**src/rtl/next_state_bist_pkg.sv**
```systemverilog
// Shared types and constants for the next-state CUT built-in self test:
// FSM state encoding, vector count, golden response table and MISR setup.
package next_state_bist_pkg;

  typedef enum logic [1:0] {
    ST_IDLE   = 2'd0,
    ST_APPLY  = 2'd1,
    ST_SAMPLE = 2'd2,
    ST_DONE   = 2'd3
  } state_t;

  localparam int          N_VECTORS = 8;
  localparam logic [2:0]  LAST_IDX  = 3'(N_VECTORS - 1);
  localparam logic [3:0]  FAIL_MAX  = 4'd8;

  // Expected {s_plus, t_plus} per vector; entry i lives at bits [2i+1:2i].
  // idx 7..0 -> 00,00,10,00,10,11,01,00
  localparam logic [15:0] GOLDEN_TABLE = 16'h08B4;

  localparam int              MISR_W    = 4;
  localparam logic [MISR_W-1:0] MISR_TAPS = 4'b1100;

  // Golden response lookup for a 3-bit vector index.
  function automatic logic [1:0] golden_resp(input logic [2:0] idx);
    return GOLDEN_TABLE[{idx, 1'b0} +: 2];
  endfunction

  // One MISR step: shift left with tapped feedback, then fold in the responses.
  function automatic logic [MISR_W-1:0] misr_step(input logic [MISR_W-1:0] sig,
                                                 input logic s_in,
                                                 input logic t_in);
    logic [MISR_W-1:0] nxt;
    nxt    = {sig[MISR_W-2:0], ^(sig & MISR_TAPS)};
    nxt[1] = nxt[1] ^ t_in;
    nxt[0] = nxt[0] ^ s_in;
    return nxt;
  endfunction

endpackage

```
**src/rtl/next_state_bist_misr.sv**
```systemverilog
// 4-bit multiple-input signature register compacting the CUT responses.
// Only instantiated when NEXT_STATE_BIST_MISR_EN is defined.
module next_state_bist_misr
  import next_state_bist_pkg::*;
(
  input  logic              Clock,
  input  logic              nReset,
  input  logic              clr,
  input  logic              en,
  input  logic              s_in,
  input  logic              t_in,
  output logic [MISR_W-1:0] sig
);

  logic [MISR_W-1:0] sig_r;

  // Signature register: cleared at run start/abort, stepped once per SAMPLE.
  always_ff @(posedge Clock or negedge nReset) begin
    if (!nReset) begin
      sig_r <= '0;
    end else if (clr) begin
      sig_r <= '0;
    end else if (en) begin
      sig_r <= misr_step(sig_r, s_in, t_in);
    end else begin
      sig_r <= sig_r;
    end
  end

  assign sig = sig_r;

endmodule

```
**src/rtl/next_state_bist.sv**
```systemverilog
// BIST controller for a two-flop next-state circuit. Walks the 8 input
// vectors (APPLY then SAMPLE per vector), compares the CUT responses with
// the golden table, counts mismatches and records the first failing vector.
// Optional MISR signature: define NEXT_STATE_BIST_MISR_EN.
module next_state_bist
  import next_state_bist_pkg::*;
(
  input  logic       Clock,
  input  logic       nReset,
  input  logic       start,
  input  logic       abort,
  output logic       vec_s,
  output logic       vec_s_bar,
  output logic       vec_t,
  output logic       vec_t_bar,
  output logic       vec_a,
  input  logic       cut_s_plus,
  input  logic       cut_t_plus,
  output logic       busy,
  output logic       done,
  output logic       pass,
  output logic [3:0] fail_count,
  output logic [2:0] first_fail_vec,
  output logic [3:0] signature
);

  state_t     state_r, state_s;
  logic [2:0] idx_r, idx_s;
  logic [3:0] fail_r, fail_s;
  logic [2:0] ffv_r, ffv_s;
  logic       busy_r, done_r, pass_r;
  logic       busy_s, done_s, pass_s;
  logic [1:0] expect_s;
  logic [1:0] resp_s;
  logic       mismatch_s;

  assign expect_s   = golden_resp(idx_r);
  assign resp_s     = {cut_s_plus, cut_t_plus};
  assign mismatch_s = (resp_s != expect_s);

  // Next-state, vector index and result bookkeeping; abort overrides everything.
  always_comb begin
    state_s = state_r;
    idx_s   = idx_r;
    fail_s  = fail_r;
    ffv_s   = ffv_r;
    if (abort) begin
      state_s = ST_IDLE;
      idx_s   = 3'd0;
      fail_s  = 4'd0;
      ffv_s   = 3'd0;
    end else begin
      case (state_r)
        ST_IDLE, ST_DONE: begin
          if (start) begin
            state_s = ST_APPLY;
            idx_s   = 3'd0;
            fail_s  = 4'd0;
            ffv_s   = 3'd0;
          end else begin
            state_s = state_r;
          end
        end
        ST_APPLY: begin
          // One settle cycle with the vector held.
          state_s = ST_SAMPLE;
        end
        ST_SAMPLE: begin
          if (mismatch_s) begin
            if (fail_r == 4'd0) begin
              ffv_s = idx_r;
            end else begin
              ffv_s = ffv_r;
            end
            if (fail_r < FAIL_MAX) begin
              fail_s = fail_r + 4'd1;
            end else begin
              fail_s = fail_r;
            end
          end else begin
            fail_s = fail_r;
          end
          if (idx_r == LAST_IDX) begin
            state_s = ST_DONE;
            idx_s   = idx_r;
          end else begin
            state_s = ST_APPLY;
            idx_s   = idx_r + 3'd1;
          end
        end
        default: begin
          state_s = ST_IDLE;
          idx_s   = 3'd0;
          fail_s  = 4'd0;
          ffv_s   = 3'd0;
        end
      endcase
    end
  end

  assign busy_s = (state_s == ST_APPLY) || (state_s == ST_SAMPLE);
  assign done_s = (state_s == ST_DONE);
  assign pass_s = done_s && (fail_s == 4'd0);

  // State, index, result and status registers.
  always_ff @(posedge Clock or negedge nReset) begin
    if (!nReset) begin
      state_r <= ST_IDLE;
      idx_r   <= 3'd0;
      fail_r  <= 4'd0;
      ffv_r   <= 3'd0;
      busy_r  <= 1'b0;
      done_r  <= 1'b0;
      pass_r  <= 1'b0;
    end else begin
      state_r <= state_s;
      idx_r   <= idx_s;
      fail_r  <= fail_s;
      ffv_r   <= ffv_s;
      busy_r  <= busy_s;
      done_r  <= done_s;
      pass_r  <= pass_s;
    end
  end

  // Stimulus comes straight from the index register; complements are structural.
  assign vec_s     = idx_r[2];
  assign vec_s_bar = ~idx_r[2];
  assign vec_t     = idx_r[1];
  assign vec_t_bar = ~idx_r[1];
  assign vec_a     = idx_r[0];

  assign busy           = busy_r;
  assign done           = done_r;
  assign pass           = pass_r;
  assign fail_count     = fail_r;
  assign first_fail_vec = ffv_r;

`ifdef NEXT_STATE_BIST_MISR_EN
  logic misr_clr_s;
  logic misr_en_s;

  // Clear on abort or on a run starting; step on every SAMPLE cycle.
  assign misr_clr_s = abort | (((state_r == ST_IDLE) || (state_r == ST_DONE)) & start);
  assign misr_en_s  = (state_r == ST_SAMPLE) & ~abort;

  next_state_bist_misr u_misr (
    .Clock  (Clock),
    .nReset (nReset),
    .clr    (misr_clr_s),
    .en     (misr_en_s),
    .s_in   (cut_s_plus),
    .t_in   (cut_t_plus),
    .sig    (signature)
  );
`else
  assign signature = 4'h0;
`endif

endmodule

```
**config.mk**
```make
export PLATFORM = sky130hd
export DESIGN_NAME = next_state_bist
export DESIGN_NICKNAME = d
export VERILOG_FILES = /design/src/rtl/next_state_bist_pkg.sv /design/src/rtl/next_state_bist_misr.sv /design/src/rtl/next_state_bist.sv
export SDC_FILE = /design/constraint.sdc
export NUM_CORES = 1
export LEC_CHECK = 0
export BUFFER_PORTS_ARGS = -buffer_cell sky130_fd_sc_hd__buf_4
export CAP_MARGIN = 5
export CELL_PAD_IN_SITES_DETAIL_PLACEMENT = 1
export CELL_PAD_IN_SITES_GLOBAL_PLACEMENT = 2
export CORE_MARGIN = 2
export CORE_UTILIZATION = 31
export CTS_BUF_LIST = sky130_fd_sc_hd__clkbuf_8 sky130_fd_sc_hd__clkbuf_16
export CTS_CLUSTER_DIAMETER = 80
export DETAILED_ROUTE_END_ITERATION = 16
export GPL_TIMING_DRIVEN = 0
export PLACE_DENSITY = 0.77
export SYNTH_ARGS = -nofsm -noshare
export SYNTH_HDL_FRONTEND = slang
export SYNTH_HIERARCHICAL = 1
export SYNTH_SLANG_ARGS = --single-unit
export TNS_END_PERCENT = 50
```
**constraint.sdc**
```tcl
create_clock -name Clock -period 2.31 [get_ports Clock]
set_input_delay 0.3465 -clock Clock [delete_from_list [all_inputs] [get_ports Clock]]
set_output_delay 0.3465 -clock Clock [all_outputs]
set_load 0.02 [all_outputs]
```
== After elaboration in Yosys (flattened, before gate mapping) ==
Cells that the tools add are included.
Storage, ports and cells
  register bits after elaboration: 15
  output and inout port bits: 19
Cells by class
  $add $sub $neg: 2
  $lt $le $gt $ge: 1
  equality and inequality tests: 12
  shift-type cells: 1
  mux-type cells: 17
  bitwise logic cells: 2
  reduce and logical (&&, ||, !) cells: 9
Operator list (number)
  $mux 3: 6
  $mux 4: 4
  $shiftx 16x5->2 const A: 1
  $ne 3x3->1 const B: 4
  $pmux 3 s2: 2
  $eq 2x2->1 const B: 4
  $logic_not 4->1: 2
  $pmux 4 s2: 1
  $mux 2: 3
  $pmux 2 s3: 1
  $add 4x1->4 const B: 1
  $eq 2x1->1 const B: 2
  $lt 4x4->1 const B: 1
  $reduce_and 4->1: 1
  $add 3x1->3 const B: 1
  $eq 3x3->1 const B: 1
  $reduce_and 3->1: 1
  $reduce_bool 3->1: 1
  $logic_not 2->1: 1
  $ne 2x2->1: 1
  $not 1->1: 2
  $reduce_or 2->1: 1
  $logic_and 1x1->1: 1
  $logic_or 1x1->1: 1

== Logic depth before layout (Yosys ltp) ==
Gate-level depths: netlist (run 1).
  depth after elaboration: 7
  gate-level depth with buffers: 7
  mapped depth without buffers: 7

== Worst setup path before layout (run 1) ==
No wires, ideal clock.
  kind: reg-to-reg
  start point: register idx_r[1]
  end point: register pass_r, in the netlist pass
  library setup time: 0.134 ns
  arrival: 2.183 ns
  setup slack: -0.008 ns
  cell stages (with the launch flop): 8
  cell sequence: dfrtp_1 -> inv_1 -> ha_1 -> xnor2_1 -> o32ai_2 -> or3_1 -> a2111oi_2 -> nor4b_2
On the way
  longest elaborated chain between the ends: 7
  elaborated cells between the ends (all ways): 12
  classes of those cells: eq/ne (3); shift (1); mux (6); reduce/logical (2)
Ends and longest elaborated chain
  start, declared: RTL line next_state_bist.sv:28  | logic [2:0] idx_r, idx_s;
  start signal, assigned: RTL line next_state_bist.sv:117  | idx_r <= idx_s;
  $shiftx 16x5->2: RTL line next_state_bist_pkg.sv:25  | return GOLDEN_TABLE[{idx, 1'b0} +: 2];
  $ne 2x2->1: RTL line next_state_bist.sv:39  | assign mismatch_s = (resp_s != expect_s);
  $mux 4: RTL line next_state_bist.sv:69  | if (mismatch_s) begin
  $pmux 4 s2: RTL line next_state_bist.sv:53  | case (state_r)
  $mux 4: RTL line next_state_bist.sv:47  | if (abort) begin
  named net fail_s[1]: RTL line next_state_bist.sv:29  | logic [3:0] fail_r, fail_s;
  $logic_not 4->1: RTL line next_state_bist.sv:103  | assign pass_s = done_s && (fail_s == 4'd0);
  $logic_and 1x1->1: RTL line next_state_bist.sv:103
  named net pass_s: RTL line next_state_bist.sv:32  | logic busy_s, done_s, pass_s;
  end signal, assigned: RTL line next_state_bist.sv:122  | pass_r <= pass_s;
  end, declared: RTL line next_state_bist.sv:31  | logic busy_r, done_r, pass_r;
The timed path passes the listed nets, and every way through them passes these cells.
A chain may end at the register's enable or synchronous reset.

== Worst setup path after layout (run 1) ==
Ends and elaborated chain as after synthesis.

==> results of run 1 <==
-- metrics by stage --
stage	hold WS, ns	worst slack, ns	cell area (sq um)
global route	0.456	0.0183	1260
finish	0.422	0.123	1260
detailed placement	0.223	0.0406	1160
CTS	0.453	0.0224	1220
global placement	0.217	0.0781	1160
floorplan	0.0509	0.105	971
-- layout make-up --
cell class / count / area (sq um) / area share [%]
buffer: 5 / 37.5 / 2.99
sequential: 15 / 377 / 30.0
clock inverter: 1 / 3.75 / 0.299
timing repair buffer: 21 / 160 / 12.7
multi-input combinational: 69 / 563 / 44.8
tap: 33 / 41.3 / 3.28
clock buffer: 3 / 41.3 / 3.28
inverter: 9 / 33.8 / 2.69
-- cell usage after synthesis, types with 3 or more instances --
cell type and number:
dfrtp_1 15, ha_1 9, inv_1 9, nand2_1 8, a21oi_1 4, buf_4 4, mux2i_1 3, nand2b_1 3
nor2_1 3, o21ai_0 3
-- cell usage in the layout (no fill, tap or decap), types with 2 or more instances in the layout --
master     Yosys  final
xor2_1         2      2
nand2b_1       3      3
nand3_1        2      2
dfrtp_1       15     14
nand2_1        8      8
a2111oi_2      1      2
clkbuf_8       0      3
buf_4          4     24
nor2_1         3      3
nor3b_1        2      2
mux2i_1        3      3
a21oi_1        4      4
inv_1          9     10
or2_2          2      2
ha_1           9      9
nor3_1         2      2
o21ai_0        3      3
conb_1         1      4
-- worst paths after layout --
check	to	from	slack, ns
max in group asynchronous	idx_r[1]$_DFFE_PN0P_	nReset	1.61
worst min-delay path	first_fail_vec[2]$_DFFE_PN0P_	abort	0.42
worst max register to register	pass$_DFF_PN0_	idx_r[1]$_DFFE_PN0P_	0.12
min in group asynchronous	first_fail_vec[1]$_DFFE_PN0P_	nReset	0.50
worst max-delay path	pass$_DFF_PN0_	idx_r[1]$_DFFE_PN0P_	0.12
worst min register to register	first_fail_vec[2]$_DFFE_PN0P_	first_fail_vec[2]$_DFFE_PN0P_	0.52
-- power breakdown --
group          internal [mW]  switching, mW
logic                  0.235          0.313
registers              0.306         0.0337
clock network          0.118         0.0956
total                  0.659          0.442
-- worst max-delay path: cells and delay by family (launching register included) --
| family | cells | cell delay [ns] |
|---|---|---|
| compound gates | 2 | 0.58 |
| buf+inv | 1 | 0.07 |
| xor+xnor | 1 | 0.21 |
| flops | 1 | 0.42 |
| fa+ha+maj | 1 | 0.34 |
| simple gates | 2 | 0.44 |
-- kinds of logic after synthesis --
group                    after synthesis  synth area share, %
AND/OR/NAND/NOR                       31                 19.7
AO/OA/AOI/OAI                         18                 14.1
flip-flops                            15                 39.2
buffers and inverters                 14                 7.44
adder cells (fa/ha/maj)                9                 11.7
multiplexers                           4                 4.70
XOR/XNOR                               3                 2.74
other                                  1                0.391
-- per-layer routing --
layer,up-vias,part of all wire [%]
li1,375,-
met1,379,46
met2,9,50
met3,2,2.9
met4,0,0.87
met5,-,0
-- sequential cells by signal, indices dropped and copies added (netlist names) --
name            cells
fail_count          4
first_fail_vec      3
idx_r               3
state_r             2
busy                1
done                1
pass                1
-- repair_timing --
action,in CTS,in global routing
endpoints found under the hold margin,15,0
buffers inserted,0,0
hold buffers,1,0
setup endpoints to repair,0,4
gates resized for setup,0,7
==> results, run 1 <==
- The leakage power summed over all cells is 0.600 nW.
- The number of hold violations in the final report is 0.
- The worst min-delay path category is in2reg.
- The worst setup skew after layout is 0.00175 ns.
- Wires add up to 2170 microns.
- No sink is reached through more buffers than the 2 on the longest clock path.
- Counting instances, the worst hold path has a depth of 4.
- Ranked by total cell area, the synthesized netlist is headed by dfrtp_1, ha_1, inv_1.
- The share of Yosys cell area claimed by the top area cell type is 39.2%.
- The clock buffer count from CTS is 3.
- Counting flops with an async set or reset pin after synthesis yields a share of 100%.
- The number of buffer cells added on primary ports is 20.
- The setup violation total in the final timing report is 0.
- The final non-filler cell total is 156.
- Global routing consumed, on the met2 layer, 22.1% of the routing resources.
- The share of final-layout standard cells stronger than drive strength 1 is 35.0%.
- The depth of the CTS H-tree is 1.
- Across every metal layer, demand over resource in global routing totals 13.5%.
- In the synthesized netlist the dominant register cell turns out to be dfrtp_1.
- Yosys printed 6 warnings.
- The flip-flop and latch count after synthesis is 15.
- The overall overflow remaining after global route is 0.
- Counting tap cells, the placed design contains a total of 151 instances.
- VDD sags by at most 0.520 mV.
- STA classifies the critical path endpoint as a flop.
- The die height is 59.6 microns.
- The flow ran to the end, and the final reports show no timing, DRC or antenna violations.
- The launching element type of the critical path is a flop.
- The width of the die is 59.6 microns.
- The total number of clock tree sinks is 15.
- In the routed layout, each cell is associated on average with a via count of 4.90.
- The number of violations reported at the end of detailed-routing iteration 0 is 8.
- The average wire per standard cell is 13.9 microns.
- Entering global routing, the biggest net connects 16 pins.
- Setup repair after global routing left no endpoint under its margin.
- TritonCTS built the clock tree.
- The max-slew violation count came to 0.
- The highest net fanout along the worst path is 7.
- The global-route track usage on met3 is 2.62%.
- At the later pin of the worst-skew pair, clock insertion delay measures 0.24 ns.
- The length of the first detailed-routing pass in iterations is 2.
- The first-pass GRT wire length is 3600 microns.
- Clock tree synthesis selected as its root buffer the cell clkbuf_8.
- The share of the yosys chip area belonging to registers is 39.2%.
- The count of maximum capacitance violations is 0.
- The critical path's slowest cell is a2111oi_2.
- The total via count in the routed design is 765.
- The HPWL after detailed placement is 1640 microns.
- The worst setup path is of the reg2reg kind.
- Setup total negative slack on the finished layout was measured at 0 ns.
- The count of distinct cell types in the synthesized netlist is 39.
- The final net count is 139.
- The post-route antenna net violation count is 0.
- Cells fill 41.9% of the core in the end.
- The smallest clock period supported by the final layout is computed as 2.19 ns.
- The cell count after synthesis came out at 95.
- Total power for the finished layout comes to 1.10 mW.
- The biggest area consumer among synthesized cells is dfrtp_1.
- The number of global-route vias before repair came to 762.
- The die covers 3550 sq um.
- Dividing total power by cell area gives a power density of 876 nW/um^2.
- The clock edge transition at the registers on the reported setup and hold paths is 0.07 ns.
- In the finished design, the share of the clock period the worst path needs comes to 94.7%.
- The area added between synthesis and finish is 31.2%.
- The number of antenna violations at the first check in global routing came to 0.
- The number of remaining DRC errors is 0.
- Once the floorplan was initialized, standard cells occupied 31.9% of the core.
- For this run, global-route usage on met1 was measured as 17.6%.
- The floorplan core area is 3000 sq um.
- The endpoint required time on the critical path is 2.43 ns.
- The weighted congestion at the end of routability-driven global placement is 0.767.
- A synthesized cell averages 10.1 sq um.
- The number of antenna diodes in the final layout is 0.
- After filler insertion, the fill cell instance count of the layout stands at 354.
- Traced cell by cell, the critical path runs through inv_1 > ha_1 > xnor2_2 > o32ai_4 > or3_1 > a2111oi_2 > nor4b_2.
- The highest-utilization routing layer at the global route stage is met2.
- The I/O pin count is 25.
- For the worst flop-to-flop path, the logic depth is 7.
- Row generation in the floorplan step produced 20 rows.
- The largest single stage delay on the critical path is 0.45 ns.
- The synthesized area is 958 sq um.
- Timing would allow up to 457 MHz.
- The data arrival time of the worst path is 2.31 ns.
- The number of synthesized flops with an enable pin is 0.
Note: power is estimated with default switching activity, not from simulation.
==> inputs of run 2 (changes only) <==
--- a/config.mk
+++ b/config.mk
@@ -14,7 +14,6 @@
 export CTS_BUF_LIST = sky130_fd_sc_hd__clkbuf_8 sky130_fd_sc_hd__clkbuf_16
 export CTS_CLUSTER_DIAMETER = 80
 export DETAILED_ROUTE_END_ITERATION = 16
-export GPL_TIMING_DRIVEN = 0
 export PLACE_DENSITY = 0.77
 export SYNTH_ARGS = -nofsm -noshare
 export SYNTH_HDL_FRONTEND = slang
==> results, run 2 (same netlist as run 1, synthesis figures left out) <==
- The run finished with clean final reports.
- Setup violations remaining at the end of the flow were counted as 0.
- Once placement completed, the tool counted placed cells totaling 149.
- In this run, CTS created clock tree buffers numbering 3.
- Routability-driven placement finished with a final weighted congestion of 0.747.
- Between clock sinks in the finished design, the worst skew comes to 0.00295 ns.
- The number of global-route vias before repair came to 808.
- Subtracting the final worst setup slack from the clock period gives 2.17 ns.
- The number of buffer cells added on primary ports is 20.
- The logic depth of the worst setup path including buffers is 7.
- For this run, design rule violations remaining after detail routing come to 0.
- The max-slew violation count is 0.
- In this run the deepest clock path goes through 2 buffers.
- In this run the power density over the cells is 894 nW/um^2.
- The endpoint identified for the worst register-to-register timing path is pass$_DFF_PN0_.
- In this run the cell area measured after placement is 1150 sq um.
- The die covers 3550 sq um.
- CTS saw 15 sinks.
- The leakage power summed over all cells is 0.577 nW.
- The root cell of the clock tree is clkbuf_8.
- The hold path startpoint is abort.
- The worst min-delay path category is in2reg.
- The number of flip-flops under the largest register name is 4.
- The endpoint required time on the critical path is 2.47 ns.
- The number of antenna diodes is 0.
- Setup repair after global routing left no endpoint under its margin.
- The number of buffers inserted by post-CTS setup repair is 0.
- The data arrival time of the worst path is 2.32 ns.
- The first-pass GRT wire length is 3690 microns.
- TritonCTS built the clock tree.
- The aggregate negative setup slack is 0 ns.
- The setup check on the worst reg-to-reg path leaves a slack of 0.14 ns.
- Using the TritonRoute via totals, the vias-per-cell ratio works out to 4.88.
- The floorplan has 20 rows.
- For this block, the initial DRC count from the detailed router was 7.
- Global routing finished with a remaining overflow of 0.
- The critical path's slowest cell is a2111oi_1.
- Of the cells placed in the final design, the portion with a size suffix greater than 1 is 31.4%.
- The routed layout has 752 vias.
- Across the run, the number of max-cap violations was 0.
- The number of antenna violations at the first check in global routing is 0.
- The depth of the CTS H-tree is 1.
- The highest net fanout along the worst path is 6.
- The worst hold path terminates at fail_count[1]$_DFF_PN0_.
- Entering global routing, the biggest net connects 16 pins.
- The wire length after detailed routing is 2150 microns.
- The number of buffers and inverters on the critical path is 1.
- Leaving out fill and tap cells, the most frequent cell in the layout is buf_4.
- The worst register-to-register path begins at state_r[0]$_DFF_PN0_.
- The worst setup path is of the reg2reg kind.
- The average wire per standard cell is 14.0 microns.
- The I/O pin count is 25.
- The length of the first detailed-routing pass in iterations is 3.
- The final non-filler cell total is 154.
- Once detailed placement completed, the half-perimeter wirelength came to 1670 microns.
- The worst-case vdd ir drop is 0.411 mV.
- The floorplan step set the die width to 59.6 microns.
- Once layout is done, the placed cells without fillers occupy 1210 sq um.
- In this run the remaining antenna-violating nets after routing total 0.
- The net count of the finished layout is 137.
- The number of cells on the worst reg-to-reg path is 7.
- The critical path's largest stage delay is 0.48 ns.
- Clock-pin slew was measured on the worst setup and hold paths at 0.07 ns.
- The initial utilization of the core area, before any placement, comes to 31.9%.
- Of the available clock period, the critical path in the final layout requires 93.7%.
- The kind of cell with the highest combined delay along the critical path is simple AND/OR/NAND/NOR gates.
- For this run, the total global-route usage over all layers was measured as 14.0%.
- The clock reaches the later pin of the worst-skew pair after 0.25 ns.
- The number of hold violations in the final report is 0.
- The area added between synthesis and finish is 26.4%.
- The launching element type of the critical path is a flop.
- The total area inside the core boundary comes to 3000 sq um.
- The number of cells on the worst hold path is 2.
- The library cells used most frequently in the layout, excluding fill and tap cells, are buf_4, dfrtp_1, inv_1, ha_1, nand2_1.
- The die height is 59.6 microns.
- Summing internal, switching and leakage power gives 1.08 mW.
- The highest clock rate is 462 MHz.
- The critical path goes through inv_1 > ha_1 > nor2b_4 > or2_2 > a2111oi_1 > a2111oi_2 > nor4b_2.
- The kind of capture point of the worst setup path is a flop.
-- run 2: final cells by class --
type / instances / area [sq um]
Sequential cell: 15 / 377
Fill cell: 352 / 1790
Timing Repair Buffer: 24 / 183
Multi-Input combinational cell: 69 / 531
Clock inverter: 1 / 5.00
Clock buffer: 3 / 41.3
Inverter: 9 / 33.8
Tap cell: 33 / 41.3
-- run 2: worst register-to-register path, cell delays in order (launching register included) --
cell	delay, ns
dfrtp_1	0.37
inv_1	0.07
ha_1	0.35
nor2b_4	0.16
or2_2	0.30
a2111oi_1	0.48
a2111oi_2	0.13
nor4b_2	0.22
-- run 2: how the worst max path moves through the flow --
stage	from	to
after global routing	state_r[0]$_DFF_PN0_	pass$_DFF_PN0_
after global placement	state_r[0]$_DFF_PN0_	pass$_DFF_PN0_
after floorplan	idx_r[1]$_DFFE_PN0P_	pass$_DFF_PN0_
final	state_r[0]$_DFF_PN0_	pass$_DFF_PN0_
after CTS	state_r[0]$_DFF_PN0_	pass$_DFF_PN0_
after detailed placement	state_r[0]$_DFF_PN0_	pass$_DFF_PN0_
-- run 2: per-stage QoR --
stage / utilization [%] / hold WS [ns] / setup slack, ns
4_1_cts: 40.1 / 0.361 / 0.0949
3_3_place_gp: 38.2 / 0.217 / 0.167
2_1_floorplan: - / 0.0509 / 0.105
6_report: 40.3 / 0.370 / 0.144
5_1_grt: 40.3 / 0.374 / 0.00258
3_5_place_dp: 38.2 / 0.220 / 0.130
-- run 2: metal layers --
layer | vias up | global-route usage [%] | wire length, microns
met4 | 0 | 5.71 | 17
met1 | 368 | 19.3 | 1010
met3 | 2 | 2.84 | 66
met2 | 9 | 21.4 | 1060
li1 | 373 | - | -
met5 | - | 0 | 0
-- run 2: where the power goes --
group          switching [mW]  internal, mW  leakage (nW)
Sequential             0.0328         0.306         0.204
Combinational           0.298         0.230         0.348
Clock                  0.0967         0.119        0.0255
-- run 2: repair_timing --
item                                   4_1_cts  5_1_grt
setup endpoints to repair                    0        1
endpoints found under the hold margin       15        0
hold buffers                                 1        0
resized for setup                            0        2
==> inputs of run 3 (changes only) <==
--- a/config.mk
+++ b/config.mk
@@ -9,7 +9,6 @@
 export CAP_MARGIN = 5
 export CELL_PAD_IN_SITES_DETAIL_PLACEMENT = 1
 export CELL_PAD_IN_SITES_GLOBAL_PLACEMENT = 2
-export CORE_MARGIN = 2
 export CORE_UTILIZATION = 31
 export CTS_BUF_LIST = sky130_fd_sc_hd__clkbuf_8 sky130_fd_sc_hd__clkbuf_16
 export CTS_CLUSTER_DIAMETER = 80
==> results, run 3 (same netlist as run 1, synthesis figures left out) <==
- Before CTS, the worst setup slack after placement is 0.149 ns.
- The weighted congestion at the end of routability-driven global placement is 0.727.
- The fraction of power consumed by sequential logic is 31.5%.
- The endpoint of the worst hold-timing path is fail_count[1]$_DFF_PN0_.
- Entering global routing, the biggest net connects 16 pins.
- The total via count in the routed design is 740.
- For the worst flop-to-flop path, the logic depth is 6.
- The number of cells on the worst hold path is 2.
- STA classifies the critical path endpoint as a flop.
- The finished layout holds 153 standard cells, fillers aside.
- The placed instance count is 148.
- The switching power summed over all nets is 0.414 mW.
- With fillers left out, the area of the finished cells amounts to 1210 sq um.
- The number of global-route vias before repair is 748.
- The latest clock arrival within the worst-skew pair is 0.25 ns.
- The effective utilization at floorplan is 33.6%.
- After the last flow step, the layout net total stands at 138.
- The aggregate negative setup slack is 0 ns.
- The clock passes through at most 2 buffers.
- Along the worst path, the maximum fanout reaches 7.
- The total number of clock tree sinks is 15.
- The path class of the tightest hold or removal check is in2reg.
- The HPWL after detailed placement is 1570 microns.
- The combinational group share of total power is 49.1%.
- The endpoint required time on the critical path is 2.43 ns.
- The number of violations reported at the end of detailed-routing iteration 0 is 22.
- The clock tree from TritonCTS is done.
- The number of hold violations in the final report is 0.
- The post-route antenna net violation count is 0.
- The root cell of the clock tree is clkbuf_8.
- After detailed routing, the average wire length per cell comes to 13.1 microns.
- The launching element type of the critical path is a flop.
- Final hold analysis gives a worst-case slack of 0.372 ns.
- The final worst-path cycle share is 93.0%.
- Of the total power, the clock network draws 19.4%.
- In this run the number of H-tree levels came out at 1.
- The number of filler instances in the final layout is 337.
- The overall overflow remaining after global route is 0.
- The repair_antennas step left the layout with diodes totalling 0.
- Cells fill 42.5% of the core in the end.
- The clock buffer count from CTS is 3.
- The placed standard-cell area is 1150 sq um.
- The leakage power summed over all cells is 0.584 nW.
- Internal power comes to 0.662 mW.
- The overall global routing resource usage is 13.6%.
- The floorplan step set the die width to 57.6 microns.
- The first-pass GRT wire length is 3400 microns.
- Dividing total power by cell area gives a power density of 887 nW/um^2.
- The endpoint of the most critical register-to-register path is pass$_DFF_PN0_.
- The via-per-instance ratio is 4.84.
- The total die area is 3320 sq um.
- The fraction of power spent switching nets is 38.5%.
- The run finished, with violations left.
- The max-slew violation count is 0.
- The worst-case IR drop observed on VDD is 0.464 mV.
- Setup violations remaining at the end of the flow were counted as 0.
- Input and output buffers added on the ports amount to 20.
- The worst setup skew after layout is 0.000514 ns.
- The count of maximum capacitance violations is 0.
- The number of flip-flops under the largest register name is 4.
- The completed layout was analyzed and its total power is 1.08 mW.
- The clock edge transition at the registers on the reported setup and hold paths is 0.06 ns.
- In this run the vertical extent of the chip is 57.6 microns.
- The startpoint of the most critical register-to-register path is idx_r[0]$_DFFE_PN0P_.
- The number of antenna violations at the first check in global routing is 0.
- The cell row count is 19.
- The wire length after detailed routing is 2000 microns.
- In the post-route analysis, the smallest setup slack over all paths is 0.163 ns.
- The worst register-to-register path has a setup slack of 0.16 ns.
- 25 I/O pins were placed.
- The number of remaining DRC errors is 1.
- The post-layout minimum cycle time is 2.15 ns.
- For the worst setup path, the data arrival time is 2.27 ns.
- The length of the first detailed-routing pass in iterations is 11.
- The number of buffers inserted by post-CTS setup repair is 0.
- Setup repair after global routing left no endpoint under its margin.
- The area added between synthesis and finish is 26.6%.
- The checks that failed: design-rule violations.
- The setup path with the least slack is of type reg2reg.
- In this run the most critical hold path is launched from abort.
- After floorplanning, the core was sized to cover 2850 sq um.
- In the layout the commonest cells are buf_4, dfrtp_1, inv_1.
- The highest clock rate is 466 MHz.
- The leading cell type in the layout, fill and taps excluded is buf_4.
- The share of final-layout standard cells stronger than drive strength 1 is 31.1%.
==> run 3: how the worst max path moves through the flow <==
stage	from	to	slack, ns	cells past startpoint
after floorplan	idx_r[1]$_DFFE_PN0P_	pass$_DFF_PN0_	0.11	7
after global placement	state_r[0]$_DFF_PN0_	pass$_DFF_PN0_	0.17	7
after detailed placement	state_r[0]$_DFF_PN0_	pass$_DFF_PN0_	0.15	7
after CTS	state_r[0]$_DFF_PN0_	pass$_DFF_PN0_	0.10	7
after global routing	state_r[0]$_DFF_PN0_	pass$_DFF_PN0_	0.02	7
final	idx_r[0]$_DFFE_PN0P_	pass$_DFF_PN0_	0.16	6
==> run 3: layout make-up <==
type | count | area [sq um] | area share (%)
multi-input cells | 69 | 529 | 43.6
inverters | 9 | 33.8 | 2.78
repair buffers | 25 | 190 | 15.7
clock buffers | 3 | 41.3 | 3.40
flip-flops and latches | 15 | 377 | 31.0
well taps | 31 | 38.8 | 3.20
clock inverters | 1 | 3.75 | 0.309
==> run 3: metal layers <==
layer	part of all wire [%]	track usage (%)	wire (microns)
met1	50	18.1	999
met2	45	21.6	901
met3	5.1	4.76	102
met4	0	2.09	0
met5	0	0	0
==> run 3: power by group through the flow <==
stage / registers, mW / clock network, mW / logic, mW
2_1_floorplan: 0.369 / 0 / 0.338
3_3_place_gp: 0.343 / 0 / 0.518
3_5_place_dp: 0.344 / 0 / 0.523
4_1_cts: 0.341 / 0.224 / 0.527
5_1_grt: 0.346 / 0.230 / 0.593
6_report: 0.339 / 0.209 / 0.528
==> run 3: worst max-delay path, cell delays in order (launching register included) <==
cell and delay (ns):
dfrtp_1 0.44, ha_1 0.33, xnor2_1 0.21, o32ai_2 0.15, or3_1 0.35, a2111oi_2 0.45, nor4b_2 0.08
==> run 3: timing repair <==
action                                  4_1_cts  5_1_grt
endpoints found under the setup margin        0        1
hold buffers                                  1        0
hold endpoints to repair                     15        0
resized for setup                             0        2
